$ cat src/rtl/mult_pkg.sv
// Shared definitions for the multiplier / product-accumulator MAC path.
package mult_pkg;

  localparam int unsigned PROD_W = 64;
  localparam int unsigned LIM_W  = 256;

  typedef enum logic [1:0] {
    IDLE  = 2'd0,
    ACCUM = 2'd1,
    DONE  = 2'd2
  } acc_state_t;

  // Signed limits of a w-bit value; callers truncate to w bits (w <= LIM_W).
  function automatic logic [LIM_W-1:0] signed_max(input int unsigned w);
    return (LIM_W'(1) << (w - 1)) - LIM_W'(1);
  endfunction

  function automatic logic [LIM_W-1:0] signed_min(input int unsigned w);
    return LIM_W'(1) << (w - 1);
  endfunction

endpackage

$ cat src/rtl/sat_add.sv
// Combinational ACC_W-bit signed add of a sign-extended product, with overflow detect.
// Clamping on overflow is compiled in with PRODUCT_ACC_SAT_EN; otherwise the sum wraps.
module sat_add
  import mult_pkg::*;
#(
  parameter int unsigned ACC_W = 72
) (
  input  logic [ACC_W-1:0]  sum,
  input  logic [PROD_W-1:0] addend,
  output logic [ACC_W-1:0]  sum_c,
  output logic              ovf_c
);

  localparam int unsigned EXT_W = ACC_W + 1 - PROD_W;

`ifdef PRODUCT_ACC_SAT_EN
  localparam logic [ACC_W-1:0] SMAX = ACC_W'(signed_max(ACC_W));
  localparam logic [ACC_W-1:0] SMIN = ACC_W'(signed_min(ACC_W));
`endif

  logic [ACC_W:0] wide;

  // One guard bit: overflow whenever the top two bits of the wide result disagree.
  always_comb begin
    wide  = {sum[ACC_W-1], sum} + {{EXT_W{addend[PROD_W-1]}}, addend};
    ovf_c = wide[ACC_W] ^ wide[ACC_W-1];
`ifdef PRODUCT_ACC_SAT_EN
    if (ovf_c) begin
      sum_c = wide[ACC_W] ? SMIN : SMAX;
    end else begin
      sum_c = wide[ACC_W-1:0];
    end
`else
    sum_c = wide[ACC_W-1:0];
`endif
  end

endmodule

$ cat src/rtl/product_accumulator.sv
// Sums a programmed number of signed 64-bit products into a wide accumulator.
// Build option PRODUCT_ACC_SAT_EN selects saturating instead of wrapping sums.
module product_accumulator
  import mult_pkg::*;
#(
  parameter int unsigned ACC_W = 72,
  parameter int unsigned LEN_W = 8
) (
  input  logic              clk,
  input  logic              reset,
  input  logic              start,
  input  logic [LEN_W-1:0]  len,
  input  logic [PROD_W-1:0] prod_in,
  input  logic              prod_valid,
  output logic [ACC_W-1:0]  acc_out,
  output logic              acc_valid,
  output logic              busy,
  output logic              overflow
);

  acc_state_t       state;
  logic [LEN_W-1:0] cnt;
  logic [ACC_W-1:0] sum;
  logic [ACC_W-1:0] add_sum_c;
  logic             add_ovf_c;

  sat_add #(.ACC_W(ACC_W)) u_sat_add (
    .sum    (sum),
    .addend (prod_in),
    .sum_c  (add_sum_c),
    .ovf_c  (add_ovf_c)
  );

  // Result is published on entry to DONE so acc_valid is high for the DONE cycle.
  always_ff @(posedge clk or posedge reset) begin
    if (reset) begin
      state     <= IDLE;
      cnt       <= '0;
      sum       <= '0;
      acc_out   <= '0;
      acc_valid <= 1'b0;
      busy      <= 1'b0;
      overflow  <= 1'b0;
    end else begin
      acc_valid <= 1'b0;
      unique case (state)
        IDLE: begin
          if (start) begin
            sum      <= '0;
            overflow <= 1'b0;
            busy     <= 1'b1;
            if (len != '0) begin
              cnt   <= len;
              state <= ACCUM;
            end else begin
              acc_out   <= '0;
              acc_valid <= 1'b1;
              state     <= DONE;
            end
          end
        end
        ACCUM: begin
          if (prod_valid) begin
            sum <= add_sum_c;
            cnt <= cnt - LEN_W'(1);
            if (add_ovf_c) begin
              overflow <= 1'b1;
            end
            if (cnt == LEN_W'(1)) begin
              acc_out   <= add_sum_c;
              acc_valid <= 1'b1;
              state     <= DONE;
            end
          end
        end
        DONE: begin
          busy  <= 1'b0;
          state <= IDLE;
        end
        default: begin
          busy  <= 1'b0;
          state <= IDLE;
        end
      endcase
    end
  end

endmodule

$ cat config.mk
export PLATFORM = sky130hd
export DESIGN_NAME = product_accumulator
export DESIGN_NICKNAME = d
export VERILOG_FILES = /design/src/rtl/mult_pkg.sv /design/src/rtl/sat_add.sv /design/src/rtl/product_accumulator.sv
export SDC_FILE = /design/constraint.sdc
export NUM_CORES = 1
export LEC_CHECK = 0
export CELL_PAD_IN_SITES_DETAIL_PLACEMENT = 1
export CELL_PAD_IN_SITES_GLOBAL_PLACEMENT = 2
export CORE_ASPECT_RATIO = 0.6
export CORE_MARGIN = 5
export CORE_UTILIZATION = 36
export CTS_CLUSTER_DIAMETER = 60
export CTS_CLUSTER_SIZE = 24
export DETAILED_ROUTE_END_ITERATION = 8
export HOLD_SLACK_MARGIN = 0.06
export PLACE_DENSITY_LB_ADDON = 0.08
export REMOVE_ABC_BUFFERS = 1
export SLEW_MARGIN = 20
export SYNTH_ARGS = -nofsm -noshare
export SYNTH_HDL_FRONTEND = slang
export SYNTH_SLANG_ARGS = --single-unit
$ cat constraint.sdc
create_clock -name clk -period 12.7 [get_ports clk]
set_clock_uncertainty 0.05 [all_clocks]
set_input_delay 1.27 -clock clk [delete_from_list [all_inputs] [get_ports clk]]
set_output_delay 1.27 -clock clk [all_outputs]
set_load 0.01 [all_outputs]
==> results of run 1 <==
per-layer routing:
metal / GRT usage (%) / routed length, um / vias to the layer above
met5: 0 / 0 / -
met4: 4.44 / 249 / 0
met3: 3.65 / 1410 / 16
met2: 28.4 / 13400 / 178
met1: 34.7 / 19600 / 4650
li1: - / - / 4657
cells in the mapped netlist (all sizes together), types with 3 or more instances:
cell type  count
nand2        224
o21ai        165
dfrtp        157
a21oi         97
ha            74
clkbuf        53
nor2          52
a21o          38
xnor2         37
a22o          30
xor2          27
nand4         26
inv           25
nor3          23
nand3         22
buf           19
a31oi         14
and2          13
nor2b         13
and3          12
o21bai         9
o31ai          9
nand2b         8
or3            8
o211ai         7
o21a           7
a211oi         6
a31o           6
nor4           6
a211o          5
mux2i          5
a22oi          4
a221o          3
a221oi         3
o22ai          3
area by class of cell:
type / instances / share of cell area (%)
sequential: 157 / 30.7
clock buffer: 18 / 3.43
timing repair buffer: 157 / 12.1
clock inverter: 14 / 1.42
tap: 375 / 3.66
inverter: 26 / 0.801
multi-input combinational: 985 / 47.9
sequential cells by signal, summed over array words and instances (netlist names):
signal     flops
sum           72
state          2
cnt            8
acc_out       72
busy           1
acc_valid      1
overflow       1
critical path, cell delays in order:
cell and delay, ps:
clkdlybuf4s50_1 500, ha_1 200, inv_1 70, fa_1 390, nand2b_1 200, a21o_1 220, a31oi_4 160, o21ai_2 150
o31a_1 380, a2111oi_4 480, o21bai_2 200, a21oi_1 310, o21ai_0 140, a31o_1 230
power groups by stage:
stage | logic, mW | clock network, mW | registers, mW
floorplan | 1.27 | 0 | 0.862
global placement | 1.93 | 0 | 0.855
detailed placement | 1.95 | 0 | 0.860
CTS | 1.97 | 0.572 | 0.855
global route | 2.19 | 0.595 | 0.879
finish | 1.97 | 0.558 | 0.853
metrics by stage:
step	setup WS [ps]	cell area (sq um)
after floorplan	7150	10100
after global placement	7780	12200
after detailed placement	7700	12200
after CTS	8160	12800
after global routing	7960	12800
final	8080	12800
path summary, 6_finish.rpt:
kind                            slack, ps          end  depth (start not counted)        start
worst max-delay path                 8080      sum[66]                         14   prod_in[0]
worst min-delay path                  430  acc_out[31]                          2  acc_out[31]
worst max register to register       9030      sum[66]                         13       sum[0]
worst min register to register        430  acc_out[31]                          2  acc_out[31]
max in group asynchronous            9810      sum[56]                          3        reset
min in group asynchronous            1310   acc_out[5]                          2        reset
cell families after synthesis:
kind of cell	count (synthesis)	synth area share, %
and+or+nand+nor	416	17.9
AOI/OAI and AO/OA	425	25.3
buffers and inverters	100	4.79
adders and majority gates	75	8.98
muxes	5	0.475
xor gates and xnor gates	64	5.32
DFF	157	37.3
==> impl_results.md, run 1 <==
* Worst EP required at 12990 ps
* WS Path Type: input pin to flop
* Worst-path fanout max at 3
* Inst Count DP at 1700
* Power per Cell Area at 264 nW/um^2
* Via Count at 9501
* Status: complete, no violations
* Post-cts sizing count at 0
* Commonest non-fill, non-tap cell in the layout: nand2_1
* Post-route ant nets at 0
* Vias in the first global route at 9463
* Core Rows at 48
* Final setup fails at 0
* Detailed Place HPWL at 26400 um
* Clk Latency, worst-skew pair at 450 ps
* RePlAce Congestion at 0.870
* Fill count at 3371
* Post-Synthesis Cells at 1242
* Slew Viols, Final at 0
* Max rail drop VDD at 0.0000925 V
* Worst EP arrival at 4910 ps
* Setup_tns at 0 ps
* CTS Buf Count at 17
* Clock share of power at 16.5%
* Number of buffers added on ports at 150
* Worst-Margin Slew at 1080 ps
* Global route overflow at 0
* Reg clk slew, reported paths at 70 ps
* Maximum clock path buffer count at 2
* Core box area at 28800 sq um
* Register area at 3930 sq um
* Syn avg cell area at 8.48 sq um
* FF+latch count, synth at 157
* Sequential area share after synthesis at 37.3%
* P_int at 1.83 mW
* WL per Instance at 20.0 um
* Gr usage total at 21.1%
* Initial Utilization at 36.5%
* Final Critical Period at 4620 ps
* Top cells by area, synth: dfrtp_1 37%, ha_1 8.8%, nand2_1 8.0%, o21ai_0 7.6%, a21oi_1 4.6%
* WL final at 34600 um
* FFs w/ async S/R, synth at 100%
* H-tree Lvls at 4
* Hold WC Path Type: flop to flop
* Cell area after synthesis at 10500 sq um
* Clock root cell: clkbuf_16
* Area occupied by multi-input gates at 6130 sq um
* Die span in x at 231 um
* Commonest cells after routing, fill and taps aside: 224 x nand2_1, 159 x o21ai_0, 157 x dfrtp_1, 150 x clkdlybuf4s50_1, 97 x a21oi_1
* Post-CTS setup buffer count at 0
* F_max at 217 MHz
* Largest net degree at the start of global routing at 97
* Core Util, Final at 44.4%
* Num ports at 151
* Max-cap violation count at 0
* Worst setup EP type: flop
* Non-filler cells, final at 1732
* DRT Pass-1 Iters at 5
* Main flop type after synthesis: dfrtp_1
* Count of hold-fix buffers inserted at cts at 0
* Leakage at 5.74 nW
* Combinational power share at 58.2%
* YS warnings at 0
* Startpoint Class: input pin
* Share of the synthesized area in the top cell type at 37.3%
* ANT cells at 0
* Residual DRC at 0
* Total Power at 3.38 mW
* CTS tree: built
* Sw Ratio at 45.8%
* Psw at 1.55 mW
* Min Hold Slack at 429 ps
* Layout cells sized above 1 at 5.01%
* Area Growth Syn to Fin at 21.5%
* Layout Nets at 1495
* Vias per cell at 5.49
* Fin crit share at 36.4%
* Die height at 143 um
* First-pass GRT wire length at 55200 um
* Count of distinct cell types in the synthesized netlist at 76
* Power share of the sequential group at 25.3%
* Clock Sinks at 157
* Slew Limit Headroom at 28.1%
* Fin. Hold Viols at 0
* Total die area at 32900 sq um
* RSZ-0062 raised after global routing: false
* EDFF count, synth at 0
* Initial antenna violation count at 0
* Synth area leader: dfrtp_1
* 1st-iter DRT viols at 582
Power figures use the tool's default switching activity.
==> run 2, diff against run 1 <==
--- a/config.mk
+++ b/config.mk
@@ -9,7 +9,7 @@
 export CELL_PAD_IN_SITES_GLOBAL_PLACEMENT = 2
 export CORE_ASPECT_RATIO = 0.6
 export CORE_MARGIN = 5
-export CORE_UTILIZATION = 36
+export CORE_UTILIZATION = 30
 export CTS_CLUSTER_DIAMETER = 60
 export CTS_CLUSTER_SIZE = 24
 export DETAILED_ROUTE_END_ITERATION = 8
==> constraint.sdc (replaced) <==
create_clock -name clk -period 4.2 [get_ports clk]
set_clock_uncertainty 0.05 [all_clocks]
set_input_delay 0.42 -clock clk [delete_from_list [all_inputs] [get_ports clk]]
set_output_delay 0.42 -clock clk [all_outputs]
set_load 0.01 [all_outputs]
==> run 2 against run 1 <==
Core utilization decreased by 6.5 points. First-iteration DRC count decreased by 24%. Via count decreased by 0.58%. Non-clock buffer count increased by 25. Sequential share of layout area decreased by 0.90 points. Critical endpoint is now sum[70]. Highest routed layer unchanged.
==> impl_results.md, run 2 (synthesis results as in run 1) <==
* Clock Sinks at 157
* Fill count at 4059
* Status: complete, no violations
* WL final at 37100 um
* CTS tree: built
* Pre-CTS setup slack at 81.8 ps
* Final setup fails at 0
* Fin. Hold Viols at 0
* Area Growth Syn to Fin at 25.2%
* RePlAce Congestion at 0.868
* Non-filler cells, final at 1849
* Max-cap violation count at 0
* Layout Nets at 1520
* Commonest non-fill, non-tap cell in the layout: nand2_1
* Commonest cells after routing, fill and taps aside: 224 x nand2_1, 159 x o21ai_0, 157 x dfrtp_1, 150 x clkdlybuf4s50_1, 97 x a21oi_1
* DRT Pass-1 Iters at 5
* Total Power at 10.6 mW
* Slew Limit Headroom at 37.6%
* Gr usage total at 19.1%
* Die height at 155 um
* RSZ-0062 raised after global routing: false
* Inst Count DP at 1817
* Core box area at 34800 sq um
* Worst EP required at 4480 ps
* Worst setup EP type: flop
* Fin crit share at 86.9%
* Layout cells sized above 1 at 6.73%
* Worst-path fanout max at 3
* Maximum clock path buffer count at 2
* Reg clk slew, reported paths at 70 ps
* Total die area at 39100 sq um
* Post-cts sizing count at 0
* H-tree Lvls at 4
* Largest net degree at the start of global routing at 93
* Clk Latency, worst-skew pair at 450 ps
* Die span in x at 252 um
* Crit. Startpoint: prod_in[0]
* Residual DRC at 0
* WS Path Type: input pin to flop
* Worst EP arrival at 3930 ps
* Leakage at 5.89 nW
* Num ports at 151
* Final Critical Period at 3650 ps
* Hold WC Path Type: input pin to asynchronous set/reset pin
* Slew Viols, Final at 0
* Detailed Place HPWL at 28400 um
* Vias in the first global route at 9927
* Max rail drop VDD at 0.000320 V
* ANT cells at 0
* WL per Instance at 20.0 um
* Vias per cell at 5.11
* Core Rows at 53
* Count of hold-fix buffers inserted at cts at 0
* Final setup margin at 548 ps
* Global route overflow at 0
* First-pass GRT wire length at 59300 um
* Power per Cell Area at 802 nW/um^2
* F_max at 274 MHz
* Post-CTS setup buffer count at 0
* Worst-Margin Slew at 936 ps
* Setup_tns at 0 ps
* Clock root cell: clkbuf_16
* Initial Utilization at 30.3%
* RR Startpoint: sum[0]
* CTS Buf Count at 17
* Top Registers: acc_out: 72 flops, sum: 72 flops, cnt: 8 flops
* Startpoint Class: input pin
* Via Count at 9446
* Post-route ant nets at 0
* Number of buffers added on ports at 150
* Initial antenna violation count at 0
* 1st-iter DRT viols at 443
-- run 2: changes by cell type in the layout (fill, tap and decap cells not counted) --
cell / previous run / this run
nor2_2: 1 / 0
nor2_1: 51 / 52
inv_6: 6 / 2
clkbuf_8: 1 / 2
o21ai_1: 5 / 4
clkinv_2: 1 / 2
buf_4: 7 / 29
o21ai_2: 1 / 2
buf_12: 0 / 3
bufinv_16: 3 / 5
-- run 2: area by class of cell --
class	count	area [sq um]	area share, %
clock inverters	13	211	1.60
inverters	26	103	0.778
repair buffers	182	1780	13.5
clock buffers	19	453	3.43
flip-flops and latches	157	3930	29.8
multi-input cells	985	6130	46.5
well taps	467	584	4.43
-- run 2: power breakdown --
group / switching [mW] / total, mW / internal, mW
combinational: 3.66 / 6.20 / 2.54
clock: 0.711 / 1.80 / 1.09
sequential: 0.414 / 2.57 / 2.16
-- run 2: final timing paths --
| check | end | slack, ps | cells after the start |
|---|---|---|---|
| min in group clk | acc_out[0] | 420 | 2 |
| setup / recovery | sum[70] | 550 | 14 |
| hold / removal | acc_out[19] | 400 | 2 |
| setup reg to reg | sum[70] | 630 | 13 |
| max in group asynchronous | sum[57] | 2890 | 3 |
| hold reg to reg | acc_out[0] | 420 | 2 |
-- run 2: routing by layer --
metal,GRT usage (%),part of all wire [%]
met3,3.41,3.1
met2,26.2,39
met1,31.1,57
met4,3.46,0.79
met5,0,0
-- run 2: worst max-delay path: stages --
cell and delay, ps:
clkdlybuf4s50_1 490, ha_1 200, inv_1 70, fa_1 370, nand2b_1 200, a21o_1 220
a31oi_4 160, o21ai_2 130, o31a_1 370, a2111oi_4 480, o21bai_2 180, a211o_1 370
mux2i_1 170, nand3_1 90
-- run 2: metrics by stage --
| step | cell area, sq um | util (%) | hold slack [ps] |
|---|---|---|---|
| 4_1_cts | 13200 | 37.9 | 424 |
| 6_report | 13200 | 37.9 | 401 |
| 3_5_place_dp | 12500 | 36.0 | 412 |
| 5_1_grt | 13200 | 37.9 | 458 |
| 3_3_place_gp | 12500 | 36.0 | 408 |
| 2_1_floorplan | 10100 | - | 403 |
==> run 3, diff against run 2 <==
--- a/config.mk
+++ b/config.mk
@@ -9,7 +9,7 @@
 export CELL_PAD_IN_SITES_GLOBAL_PLACEMENT = 2
 export CORE_ASPECT_RATIO = 0.6
 export CORE_MARGIN = 5
-export CORE_UTILIZATION = 30
+export CORE_UTILIZATION = 31
 export CTS_CLUSTER_DIAMETER = 60
 export CTS_CLUSTER_SIZE = 24
 export DETAILED_ROUTE_END_ITERATION = 8
@@ -19,4 +19,5 @@
 export SLEW_MARGIN = 20
 export SYNTH_ARGS = -nofsm -noshare
 export SYNTH_HDL_FRONTEND = slang
+export SYNTH_HIERARCHICAL = 1
 export SYNTH_SLANG_ARGS = --single-unit
==> run 3 against run 2 <==
Critical path depth up 3. Hold slack worse by 37 ps. Sequential share of layout area down 2.3 points. Cell count up 6.0%. Design area up 8.4%. Critical endpoint is now acc_out[32].
==> impl_results.md, run 3 <==
* Initial antenna violation count at 0
* Max-cap violation count at 0
* Detailed Place HPWL at 31000 um
* Post-route ant nets at 0
* Via Count at 10524
* Maximum clock path buffer count at 2
* Num ports at 151
* Clock Sinks at 157
* Number of buffers added on ports at 150
* ANT cells at 0
* Total die area at 39800 sq um
* Core Util, Final at 40.7%
* Sequential area share after synthesis at 35.4%
* Top Registers: acc_out: 72 flops, sum: 72 flops, cnt: 8 flops
* Final setup fails at 0
* CTS tree: built
* Combinational power share at 62.4%
* Sw Ratio at 45.3%
* Clock root cell: clkbuf_16
* Post-cts sizing count at 0
* Share of the synthesized area in the top cell type at 35.4%
* Pre-CTS setup slack at -207 ps
* Power per Cell Area at 812 nW/um^2
* Residual DRC at 0
* Slew Limit Headroom at 34.6%
* Post-CTS setup buffer count at 0
* CTS Buf Count at 17
* Post-Synthesis Cells at 1293
* Non-filler cells, final at 1960
* Startpoint Class: input pin
* RSZ-0062 raised after global routing: false
* Post-Synth Adder-Cell Area at 8.52%
* Global route overflow at 0
* XOR/XNOR share of the synthesized area at 5.36%
* Total Power at 11.6 mW
* YS warnings at 6
* FF+latch count, synth at 157
* Main flop type after synthesis: dfrtp_1
* F_max at 251 MHz
* CP cell instances: clkdlybuf4s50_1 -> ha_1 -> fa_1 -> a211oi_1 -> o211ai_2 -> a41oi_2 -> buf_4 -> o31ai_4 -> a21bo_2 -> nor2b_1 -> buf_4 -> a21oi_1 -> o21ai_1 -> a21boi_0 -> xnor2_1 -> a22o_1 -> a22o_1
* Fin. Hold Viols at 0
* Layout cells sized above 1 at 11.1%
* Inst Count DP at 1928
* Psw at 5.27 mW
* Commonest non-fill, non-tap cell in the layout: nand2_1
* Power share of the sequential group at 23.6%
* H-tree Lvls at 4
* WL per Instance at 21.3 um
* Syn avg cell area at 8.59 sq um
* Cell area after synthesis at 11100 sq um
* Slew Viols, Final at 0
* Count of hold-fix buffers inserted at cts at 0
* RePlAce Congestion at 0.879
* Synth area leader: dfrtp_1
* Status: complete, no violations
* Vias in the first global route at 10920
* Multiplexer area fraction after synthesis at 0.192%
* Initial Utilization at 31.6%
* Leakage at 6.66 nW
* WL final at 41700 um
* Design Area, Final at 14300 sq um
* Max rail drop VDD at 0.000350 V
* Clk Latency, worst-skew pair at 460 ps
* P_int at 6.35 mW
* Core box area at 35100 sq um
* 1st-iter DRT viols at 605
* Commonest cells after routing, fill and taps aside: 200 x nand2_1, 156 x dfrtp_1, 150 x clkdlybuf4s50_1, 137 x a22o_1, 98 x buf_4
* Worst setup EP type: flop
* Count of distinct cell types in the synthesized netlist at 69
* Min Hold Slack at 364 ps
* Worst-path fanout max at 3
* Reg clk slew, reported paths at 70 ps
* Top-count cell post-synth: nand2_1
* CP top delay family: compound AO/OA/AOI/OAI gates
* Die span in x at 254 um
* Core Rows at 53
* Worst EP arrival at 4280 ps
* Vias per cell at 5.37
* Worst-Margin Slew at 978 ps
* Top cells by count, synth: 201 x nand2_1, 157 x dfrtp_1, 137 x a22o_1, 96 x a21oi_1, 86 x nand3_1
* Slowest CP cell: clkdlybuf4s50_1
* Final setup margin at 214 ps
* Area Growth Syn to Fin at 28.8%
* Die height at 157 um
* Post-synthesis compound-gate area fraction at 27.6%
* Main combinational cell family by area after synthesis: compound AO/OA/AOI/OAI gates
* Post-synthesis simple-gate area fraction at 18.5%
* Hold WC Path Type: input pin to asynchronous set/reset pin
* Setup_tns at 0 ps
* Layout Nets at 1631
* First-pass GRT wire length at 65700 um
* FFs w/ async S/R, synth at 100%
* WS Path Type: input pin to flop
* Gr usage total at 21.1%
* Largest net degree at the start of global routing at 67
* Final Critical Period at 3990 ps
* Top cells by area, synth: dfrtp_1 35%, a22o_1 11%, ha_1 8.3%, nand2_1 6.8%, a21oi_1 4.3%
* Placed inst area at 13700 sq um
* Fin crit share at 94.9%
* Clock share of power at 14.1%
* Slowest stage delay, CP at 420 ps
* EDFF count, synth at 0
* DRT Pass-1 Iters at 4
* Worst EP required at 4490 ps
* WP buf/inv at 3
run 3: final timing paths:
path,end,cells past startpoint,slack (ps),start
worst min register to register,sum[47],2,420,sum[47]
max in group asynchronous,sum[32],3,2880,reset
worst max register to register,acc_out[32],16,220,sum[0]
worst max-delay path,acc_out[32],17,210,prod_in[0]
min in group clk,sum[47],2,420,sum[47]
worst min-delay path,acc_out[4],2,360,reset
run 3: cells by family after synthesis:
group,count (synthesis)
and+or+nand+nor,450
AOI/OAI and AO/OA,424
DFF,157
buffers and inverters,117
adders and majority gates,75
xor gates and xnor gates,68
muxes,2
run 3: area by class of cell:
type	instances	area [sq um]
timing repair buffer	254	2360
inverter	31	121
multi-input combinational	1019	6710
clock buffer	20	467
fill	4128	20800
clock inverter	12	134
sequential	157	3930
tap	467	584
run 3: power groups by stage:
stage / Sequential [mW] / Clock [mW] / Combinational, mW
after CTS: 2.74 / 1.69 / 7.25
after floorplan: 2.77 / 0 / 4.17
after detailed placement: 2.76 / 0 / 7.20
final: 2.74 / 1.64 / 7.24
after global routing: 2.83 / 1.75 / 7.97
after global placement: 2.74 / 0 / 7.12
run 3: layer usage:
layer | track usage (%) | routed length, um | share of wire [%] | up-vias
met2 | 28.2 | 16200 | 39 | 171
met3 | 3.41 | 1620 | 3.9 | 19
met4 | 3.91 | 327 | 0.78 | 0
met5 | 0 | 0 | 0 | -
met1 | 35.0 | 23600 | 57 | 5240
li1 | - | - | - | 5094
